===== config.mk =====
export PLATFORM = sky130hd
export DESIGN_NAME = control_if
export DESIGN_NICKNAME = d
export VERILOG_FILES = /design/src/rtl/procesador_pkg.sv /design/src/rtl/contador_squash.sv /design/src/rtl/control_if.sv
export SDC_FILE = /design/constraint.sdc
export NUM_CORES = 1
export LEC_CHECK = 0
export CORE_UTILIZATION = 42
export CTS_CLUSTER_DIAMETER = 200
export DETAILED_ROUTE_END_ITERATION = 12
export GPL_ROUTABILITY_DRIVEN = 1
export PLACE_DENSITY = 0.77
export SETUP_SLACK_MARGIN = 0.4
export SLEW_MARGIN = 10
export SYNTH_ARGS = -nofsm -noshare
export SYNTH_HDL_FRONTEND = slang
export SYNTH_HIERARCHICAL = 1
export SYNTH_SLANG_ARGS = --single-unit

===== constraint.sdc =====
create_clock -name clk -period 2.2 [get_ports clk]
set_clock_uncertainty 0.05 [all_clocks]
set_input_delay 0.33 -clock clk [delete_from_list [all_inputs] [get_ports clk]]
set_output_delay 0.33 -clock clk [all_outputs]
set_load 0.05 [all_outputs]

===== src/rtl/procesador_pkg.sv =====
// Shared definitions for the processor control path: sequencer states,
// opcode constants and algorithm indices.
package procesador_pkg;

    // Sequencer states of the instruction-fetch consumer
    typedef enum logic [1:0] {
        IDLE  = 2'd0,
        JUMP  = 2'd1,
        FLUSH = 2'd2,
        RUN   = 2'd3
    } state_t;

    // Opcodes with special meaning to the sequencer
    localparam logic [3:0] OP_END = 4'b1111;
    localparam logic [3:0] OP_NOP = 4'b0000;

    // Algorithm indices as presented on alg_sel / sel_dir
    localparam logic [2:0] ENC_XOR    = 3'd0;
    localparam logic [2:0] DEC_XOR    = 3'd1;
    localparam logic [2:0] ENC_SHIFT  = 3'd2;
    localparam logic [2:0] DEC_SHIFT  = 3'd3;
    localparam logic [2:0] ENC_CSHIFT = 3'd4;
    localparam logic [2:0] DEC_CSHIFT = 3'd5;
    localparam logic [2:0] ENC_ADD    = 3'd6;
    localparam logic [2:0] DEC_ADD    = 3'd7;

    // Instruction width and run-length counter width
    localparam int INSTR_W = 14;
    localparam int COUNT_W = 10;

endpackage


===== src/rtl/contador_squash.sv =====
// Loadable down-counter that times how many stale fetch words are discarded
// after a jump. The zero flag looks at the value the counter takes at the
// coming edge, so the sequencer can leave FLUSH exactly when the entry word
// becomes visible on the fetch bus.
module contador_squash #(
    parameter int W = 2
) (
    input  logic         clk,
    input  logic         rst_n,
    input  logic         load,
    input  logic         dec,
    input  logic [W-1:0] load_val,
    output logic         zero
);

    logic [W-1:0] count_q;
    logic [W-1:0] count_d;

    // Next count: load wins over decrement, decrement saturates at zero
    always_comb begin
        // NOTE: count_d is assigned a default before any branch so that no path leaves it unassigned and no latch is inferred.
        count_d = count_q;
        if (load) begin
            count_d = load_val;
        end else if (dec && (count_q != '0)) begin
            count_d = count_q - 1'b1;
        end
    end

    // Count register
    always_ff @(posedge clk or negedge rst_n) begin
        if (!rst_n) begin
            count_q <= '0;
        end else begin
            // NOTE: non-blocking assignment so every flop samples values from before the edge, independent of statement order.
            count_q <= count_d;
        end
    end

    assign zero = (count_d == '0);

endmodule


===== src/rtl/control_if.sv =====
// Sequencer on the consuming side of the instruction-fetch stage: jumps the
// fetch stage to an algorithm's entry address, discards the words already in
// flight, then issues instructions to decode until END, timeout or abort.
module control_if
    import procesador_pkg::*;
#(
    parameter int FETCH_LAT = 2,
    parameter int MAX_INSTR = 1000
) (
    input  logic                clk,
    input  logic                rst_n,
    input  logic                start,
    input  logic                abort,
    input  logic [2:0]          alg_sel,
    input  logic [INSTR_W-1:0]  instruccion,
    input  logic [3:0]          opcode,
    output logic [2:0]          sel_dir,
    output logic                sel_pc,
    output logic                instr_valid,
    output logic [INSTR_W-1:0]  instr_id,
    output logic                busy,
    output logic                done,
    output logic                error,
    output logic [COUNT_W-1:0]  instr_count
);

    localparam int                 SQ_W     = $clog2(FETCH_LAT + 1);
    localparam logic [SQ_W-1:0]    SQ_LOAD  = SQ_W'(FETCH_LAT);
    localparam logic [COUNT_W-1:0] MAX_CNT  = COUNT_W'(MAX_INSTR);

    state_t               state_q, state_d;
    logic [2:0]           sel_dir_q, sel_dir_d;
    logic                 instr_valid_q, instr_valid_d;
    logic [INSTR_W-1:0]   instr_id_q, instr_id_d;
    logic                 done_q, done_d;
    logic                 error_q, error_d;
    logic [COUNT_W-1:0]   count_q, count_d;

    logic                 start_ok;
    logic                 sq_dec;
    logic                 sq_zero;

    // A start is accepted only from IDLE and only when abort is low. The
    // squash counter is loaded on that edge and counts down through JUMP and
    // FLUSH, so it hits zero as the entry word reaches instruccion.
    assign start_ok = (state_q == IDLE) && start && !abort;
    assign sq_dec   = (state_q == JUMP) || (state_q == FLUSH);

    contador_squash #(
        .W (SQ_W)
    ) u_squash (
        .clk      (clk),
        .rst_n    (rst_n),
        .load     (start_ok),
        .dec      (sq_dec),
        .load_val (SQ_LOAD),
        .zero     (sq_zero)
    );

    // Next-state and next-output logic of the sequencer
    always_comb begin
        state_d       = state_q;
        sel_dir_d     = sel_dir_q;
        instr_valid_d = 1'b0;
        instr_id_d    = instr_id_q;
        done_d        = 1'b0;
        error_d       = error_q;
        count_d       = count_q;

        unique case (state_q)
            IDLE: begin
                if (start_ok) begin
                    sel_dir_d = alg_sel;
                    error_d   = 1'b0;
                    count_d   = '0;
                    state_d   = JUMP;
                end
            end
            JUMP: begin
                state_d = abort ? IDLE : FLUSH;
            end
            FLUSH: begin
                // Words on instruccion are stale here and are not looked at
                if (abort) begin
                    state_d = IDLE;
                end else if (sq_zero) begin
                    state_d = RUN;
                end
            end
            RUN: begin
                if (abort) begin
                    state_d = IDLE;
                end else if (opcode == OP_END) begin
                    done_d  = 1'b1;
                    state_d = IDLE;
                end else if (count_q == MAX_CNT) begin
                    // Runaway algorithm: the limit is reached without END
                    error_d = 1'b1;
                    state_d = IDLE;
                end else begin
                    // Bubbles are forwarded but flagged invalid and not counted
                    instr_id_d = instruccion;
                    if (opcode != OP_NOP) begin
                        instr_valid_d = 1'b1;
                        count_d       = count_q + 1'b1;
                    end
                end
            end
            default: begin
                state_d = IDLE;
            end
        endcase
    end

    // State and output registers
    always_ff @(posedge clk or negedge rst_n) begin
        if (!rst_n) begin
            state_q       <= IDLE;
            sel_dir_q     <= '0;
            instr_valid_q <= 1'b0;
            instr_id_q    <= '0;
            done_q        <= 1'b0;
            error_q       <= 1'b0;
            count_q       <= '0;
        end else begin
            state_q       <= state_d;
            sel_dir_q     <= sel_dir_d;
            instr_valid_q <= instr_valid_d;
            instr_id_q    <= instr_id_d;
            done_q        <= done_d;
            error_q       <= error_d;
            count_q       <= count_d;
        end
    end

    assign sel_dir     = sel_dir_q;
    assign sel_pc      = (state_q == JUMP);
    assign busy        = (state_q != IDLE);
    assign instr_valid = instr_valid_q;
    assign instr_id    = instr_id_q;
    assign done        = done_q;
    assign error       = error_q;
    assign instr_count = count_q;

endmodule

Word-level counts from Yosys, hierarchy flattened --
Index checks and enable logic that the tools add are counted.
Storage, ports and cells: register bits after elaboration 34, input bits 25, output and inout port bits 32, logic and storage cells 71
Cells by class: $add $sub $neg 2, eq/ne operators 13, mux-type cells 29, bitwise logic cells 3, reduce and logical (&&, ||, !) cells 16
Operator list (count):
- 10-bit 2-to-1 mux | 5
- 10-bit case mux with 2 select lines | 1
- 2-bit 2-to-1 mux | 9
- 1-bit 2-to-1 mux | 12
- 2-bit != test (second input constant) | 6
- 10-bit by 1-bit adder with 10-bit output (second input constant) | 1
- 10-bit equality test (second input constant) | 1
- 2-bit case mux with 4 select lines | 1
- 6-bit AND reduction | 1
- 2-bit nonzero test | 3
- 5-bit AND reduction | 1
- 2-bit equality test (second input constant) | 2
- 4-bit equality test (second input constant) | 1
- 2-bit zero test | 2
- 4-bit != test (second input constant) | 1
- 4-bit AND reduction | 1
- 4-bit nonzero test | 1
- 1-bit logical AND | 3
- 3-bit != test (second input constant) | 1
- 1-bit inverter | 3
- 3-bit AND reduction | 1
- 2-bit by 1-bit equality test with 1-bit output (second input constant) | 1
- 1-bit case mux with 2 select lines | 1
- 2-bit AND reduction | 1
- other kinds (3) | 3

Longest topological paths before layout --
depth after elaboration 9, depth in mapped cells 9, mapped depth without buffers 9

Hierarchy --
The synthesis kept the hierarchy.
By module, submodules not included:
- control_if | instances 1, cells each 147, area each 1667.8 um^2, sequential area each 800.8 um^2
- contador_squash | instances 1, cells each 16, area each 150.1 um^2, sequential area each 50.0 um^2

Worst setup path before layout --
Ideal clock, no wire load.
path kind register to register, from reg state_q[0], to reg state_q[0], setup time 125 ps, data arrival time 2228 ps, data required time 2025 ps, setup slack -203 ps, stages on the path, launching flop included 10, path buffers 0, period minus slack after synthesis 2403 ps, cell sequence dfrtp_1 > inv_1 > ha_1 > inv_1 > or3_1 > inv_1 > o21ai_0 > o31a_1 > o221ai_2 > mux2_2
Between the ends: elaborated cells on any way between the ends 16, those cells by class 6 x eq/ne; 3 x mux; 7 x reduce/logical
RTL lines:
- start, declared | line control_if.sv:31 | state_t state_q, state_d;
- start signal, assigned | line control_if.sv:126 | state_q <= state_d;
- 2-bit zero test | line control_if.sv:46 | assign start_ok = (state_q == IDLE) && start && !abort;
- 1-bit logical AND (2 in series) | line control_if.sv:46
- net start_ok | line control_if.sv:39 | logic start_ok;
- 2-bit 2-to-1 mux | line contador_squash.sv:23 | if (load) begin
- 2-bit zero test | line contador_squash.sv:40 | assign zero = (count_d == '0);
- net sq_zero | line control_if.sv:41 | logic sq_zero;
- 3-bit != test (no source line)
- 3-bit AND reduction (no source line)
The timed path passes the listed nets, and every way through them passes these cells. A chain may end at the register's enable or synchronous reset.

Final worst setup path --
from reg state_q[0], to reg instr_id_q[13] (netlist: instr_id[13])
Between the ends: word-level cells in the longest chain between the ends 2
Ends and longest elaborated chain:
- 2-bit equality test | line control_if.sv:70 | unique case (state_q)
- 4-bit AND reduction (no source line)
- end signal, assigned | line control_if.sv:129 | instr_id_q <= instr_id_d;
- end, declared | line control_if.sv:34 | logic [INSTR_W-1:0] instr_id_q, instr_id_d;
No other way between the ends.

==> results.yml <==
status:
  run_status: "finished, final reports clean"
sta:
  worst_slack_ns: 0.179
  rsz0062_at_grt: "yes"
  setup_viol: 0
  layout_min_cycle_time_ns: 2.02
  max_clock_freq_mhz: 495
  slew_viol_final: 0
  max_slew_margin_pct: 65.8
  hold_viol: 0
  worst_pin_slew_ns: 0.513
  fin_crit_sh_pct: 91.8
  whs_ns: 0.392
  fin_setup_tns_ns: 0
floorplan:
  ios: 57
  initial_core_util_pct: 44.5
  row_count: 23
  fp.dieArea_um2: 4600
  die_h_um: 67.8
  die_x_um: 67.8
  coreArea_um2: 4090
routing:
  ant_nets: 0
  route.detailed.drc: 0
  firstDrtPassIters: 4
  vias: 1589
  wl_per_cell_um: 14.7
  drt_iter0_drc: 98
  wl_mm: 4.36
  via_per_inst: 5.37
layout:
  drive_gt1_share_pct: 35.4
  nFillCells: 331
  nNetsFinal: 278
  area_growth_pct: 51.3
  diodes: 0
  fin_util_pct: 67.3
  design_area_um2: 2750
  finalNonFillerCells: 296
power:
  ir_worst_vdd_v: 0.000695
  p_total_mw: 3.39
  p_int_mw: 1.90
  powerDensity_nw_per_um2: 1230
  power_frac_seq_pct: 27.4
  combinationalPowerShare_pct: 58.5
  p_sw_mw: 1.50
  p_sw_share_pct: 44.1
  p_leak_nw: 1.27
  pwr-share-clk_pct: 14.1
logic_synthesis:
  ys_ff_latch: 34
  seq_area_frac_synth_pct: 46.8
  mappedNetlistArea_um2: 1820
  synth_top_area_share_pct: 46.8
  ys.flop_type: "dfrtp_1"
  synth_cell_types: 47
  syn-mean-instance-area_um2: 11.2
  synth.most_common_cell: "dfrtp_1"
  yosysTopAreaCell: "dfrtp_1"
  syn_inst: 163
  yosysWarnings: 6
  synthArstFlopShare_pct: 100
  synthTopCellsByCount: "34 x dfrtp_1, 19 x mux2_2, 13 x nand2_1"
  ys_top_cells_by_area: "dfrtp_1 47%, mux2_2 12%, ha_1 5.5%"
  synth-edff-count: 0
cts:
  cts_root_buf: "clkbuf_8"
  clk_pin_slew_worst_paths_ns: 0.07
  insertion_delay_ns: 0.29
  ctsHoldBuffers: 0
  htree_num_levels: 2
  cts_made_buffers: 5
  cts.sinks: 34
  ctsLongestPathBuffers: 2
  cts_tree: "built"
setup_path:
  startpoint_type: "flip-flop"
  crit-reg2reg-launch: "state_q[0]"
  endpoint_kind: "flip-flop"
  crit_path_max_fanout: 14
  worstPathRequired_ns: 2.32
  crit_start: "state_q[0]"
  path_class: "flip-flop to flip-flop"
  worstPathArrival_ns: 2.14
placement:
  numPortBuffers: 56
  placed_area_um2: 2530
  hpwl_mm: 2.98
  place_inst: 275
  place.gp.congestion: 0.790
  pre_cts_ws_ns: -0.0594
run:
  cap_violations: 0
global_route:
  overflow: 0
  grt_pass1_wl_mm: 6.93
  antenna_found_initial: 0
  grt_max_degree: 35
  gr-usage-all-layers_pct: 20.9
  grt_pass1_vias: 1483
worst_hold_path:
  hold_class: "input pin to asynchronous set/reset pin"
-- critical path: stages, from the launching register on --
cell and delay, ns:
dfrtp_1 0.41, ha_2 0.30, buf_4 0.19, nand2b_1 0.08, nand2b_1 0.20, nor2_2 0.17
buf_12 0.16, mux2_2 0.34
-- what timing repair did --
item,CTS,global route
setup endpoints to repair,56,27
buffers inserted,8,5
pin swaps,8,7
resized for setup,37,8
-- final timing paths --
| check | endpoint | slack [ns] | cells after the start |
|---|---|---|---|
| min in group clk | instr_id[5] | 0.45 | 1 |
| min | instr_count[0] | 0.39 | 2 |
| max | instr_id[13] | 0.18 | 7 |
| max in group asynchronous | instr_count[7] | 1.35 | 2 |
| max reg2reg | instr_id[13] | 0.18 | 7 |
| min reg2reg | instr_id[5] | 0.45 | 1 |
-- kinds of logic after synthesis --
| family | count (synthesis) | synth area share (%) |
|---|---|---|
| compound gates | 27 | 11.4 |
| buf+inv | 15 | 3.85 |
| simple gates | 53 | 17.6 |
| other cells | 2 | 0.413 |
| fa+ha+maj | 8 | 5.51 |
| mux | 23 | 14.0 |
| flops | 34 | 46.8 |
| xor+xnor | 1 | 0.482 |
-- power by group through the flow --
| stage | Sequential, mW | Combinational (mW) | Clock, mW |
|---|---|---|---|
| after floorplan | 1.52 | 0.743 | 0 |
| after global placement | 0.942 | 1.87 | 0 |
| after detailed placement | 0.951 | 1.89 | 0 |
| after CTS | 0.931 | 1.92 | 0.492 |
| after global routing | 0.962 | 2.12 | 0.530 |
| final | 0.930 | 1.98 | 0.479 |
-- flip-flops by register name (all words and copies together) (netlist names) --
| register | flops |
|---|---|
| sel_dir | 3 |
| instr_count | 10 |
| error | 1 |
| u_squash/count_q | 2 |
| instr_valid | 1 |
| instr_id | 14 |
| done | 1 |
| state_q | 2 |
-- cell usage in the layout (no fill, tap or decap), types with 2 or more instances in the layout --
cell / n
or3_1: 2
buf_4: 22
o211ai_1: 3
mux2i_1: 3
clkdlybuf4s50_1: 23
a21boi_1: 3
conb_1: 4
nand2_1: 12
nand3_1: 4
or4_4: 2
dlygate4sd2_1: 29
dfrtp_1: 25
dlymetal6s2s_1: 2
inv_2: 3
nand4_1: 2
o21ai_2: 2
clkbuf_8: 6
dfrtp_2: 9
and3_1: 2
nor3_1: 5
nor2_1: 3
ha_2: 2
o31ai_1: 3
or4_1: 3
nand2b_1: 5
or2_4: 2
mux2_2: 18
ha_1: 5
o21ai_0: 4
inv_1: 5
-- per-layer routing --
layer / vias to the layer above / global-route usage [%] / part of all wire (%)
met5: - / 0 / 0
met4: 0 / 7.03 / 1.9
met3: 10 / 5.74 / 5.1
met2: 46 / 33.9 / 50
met1: 772 / 26.7 / 43
li1: 761 / - / -
-- area by class of cell --
class / instances / area (um^2) / area share (%)
clock buffers: 7 / 86.3 / 3.14
clock inverters: 1 / 5.00 / 0.182
inverters: 10 / 43.8 / 1.59
multi-input cells: 116 / 986 / 35.8
flip-flops and latches: 34 / 862 / 31.3
well taps: 50 / 62.6 / 2.27
repair buffers: 78 / 706 / 25.6
Power figures use the tool's default switching activity.
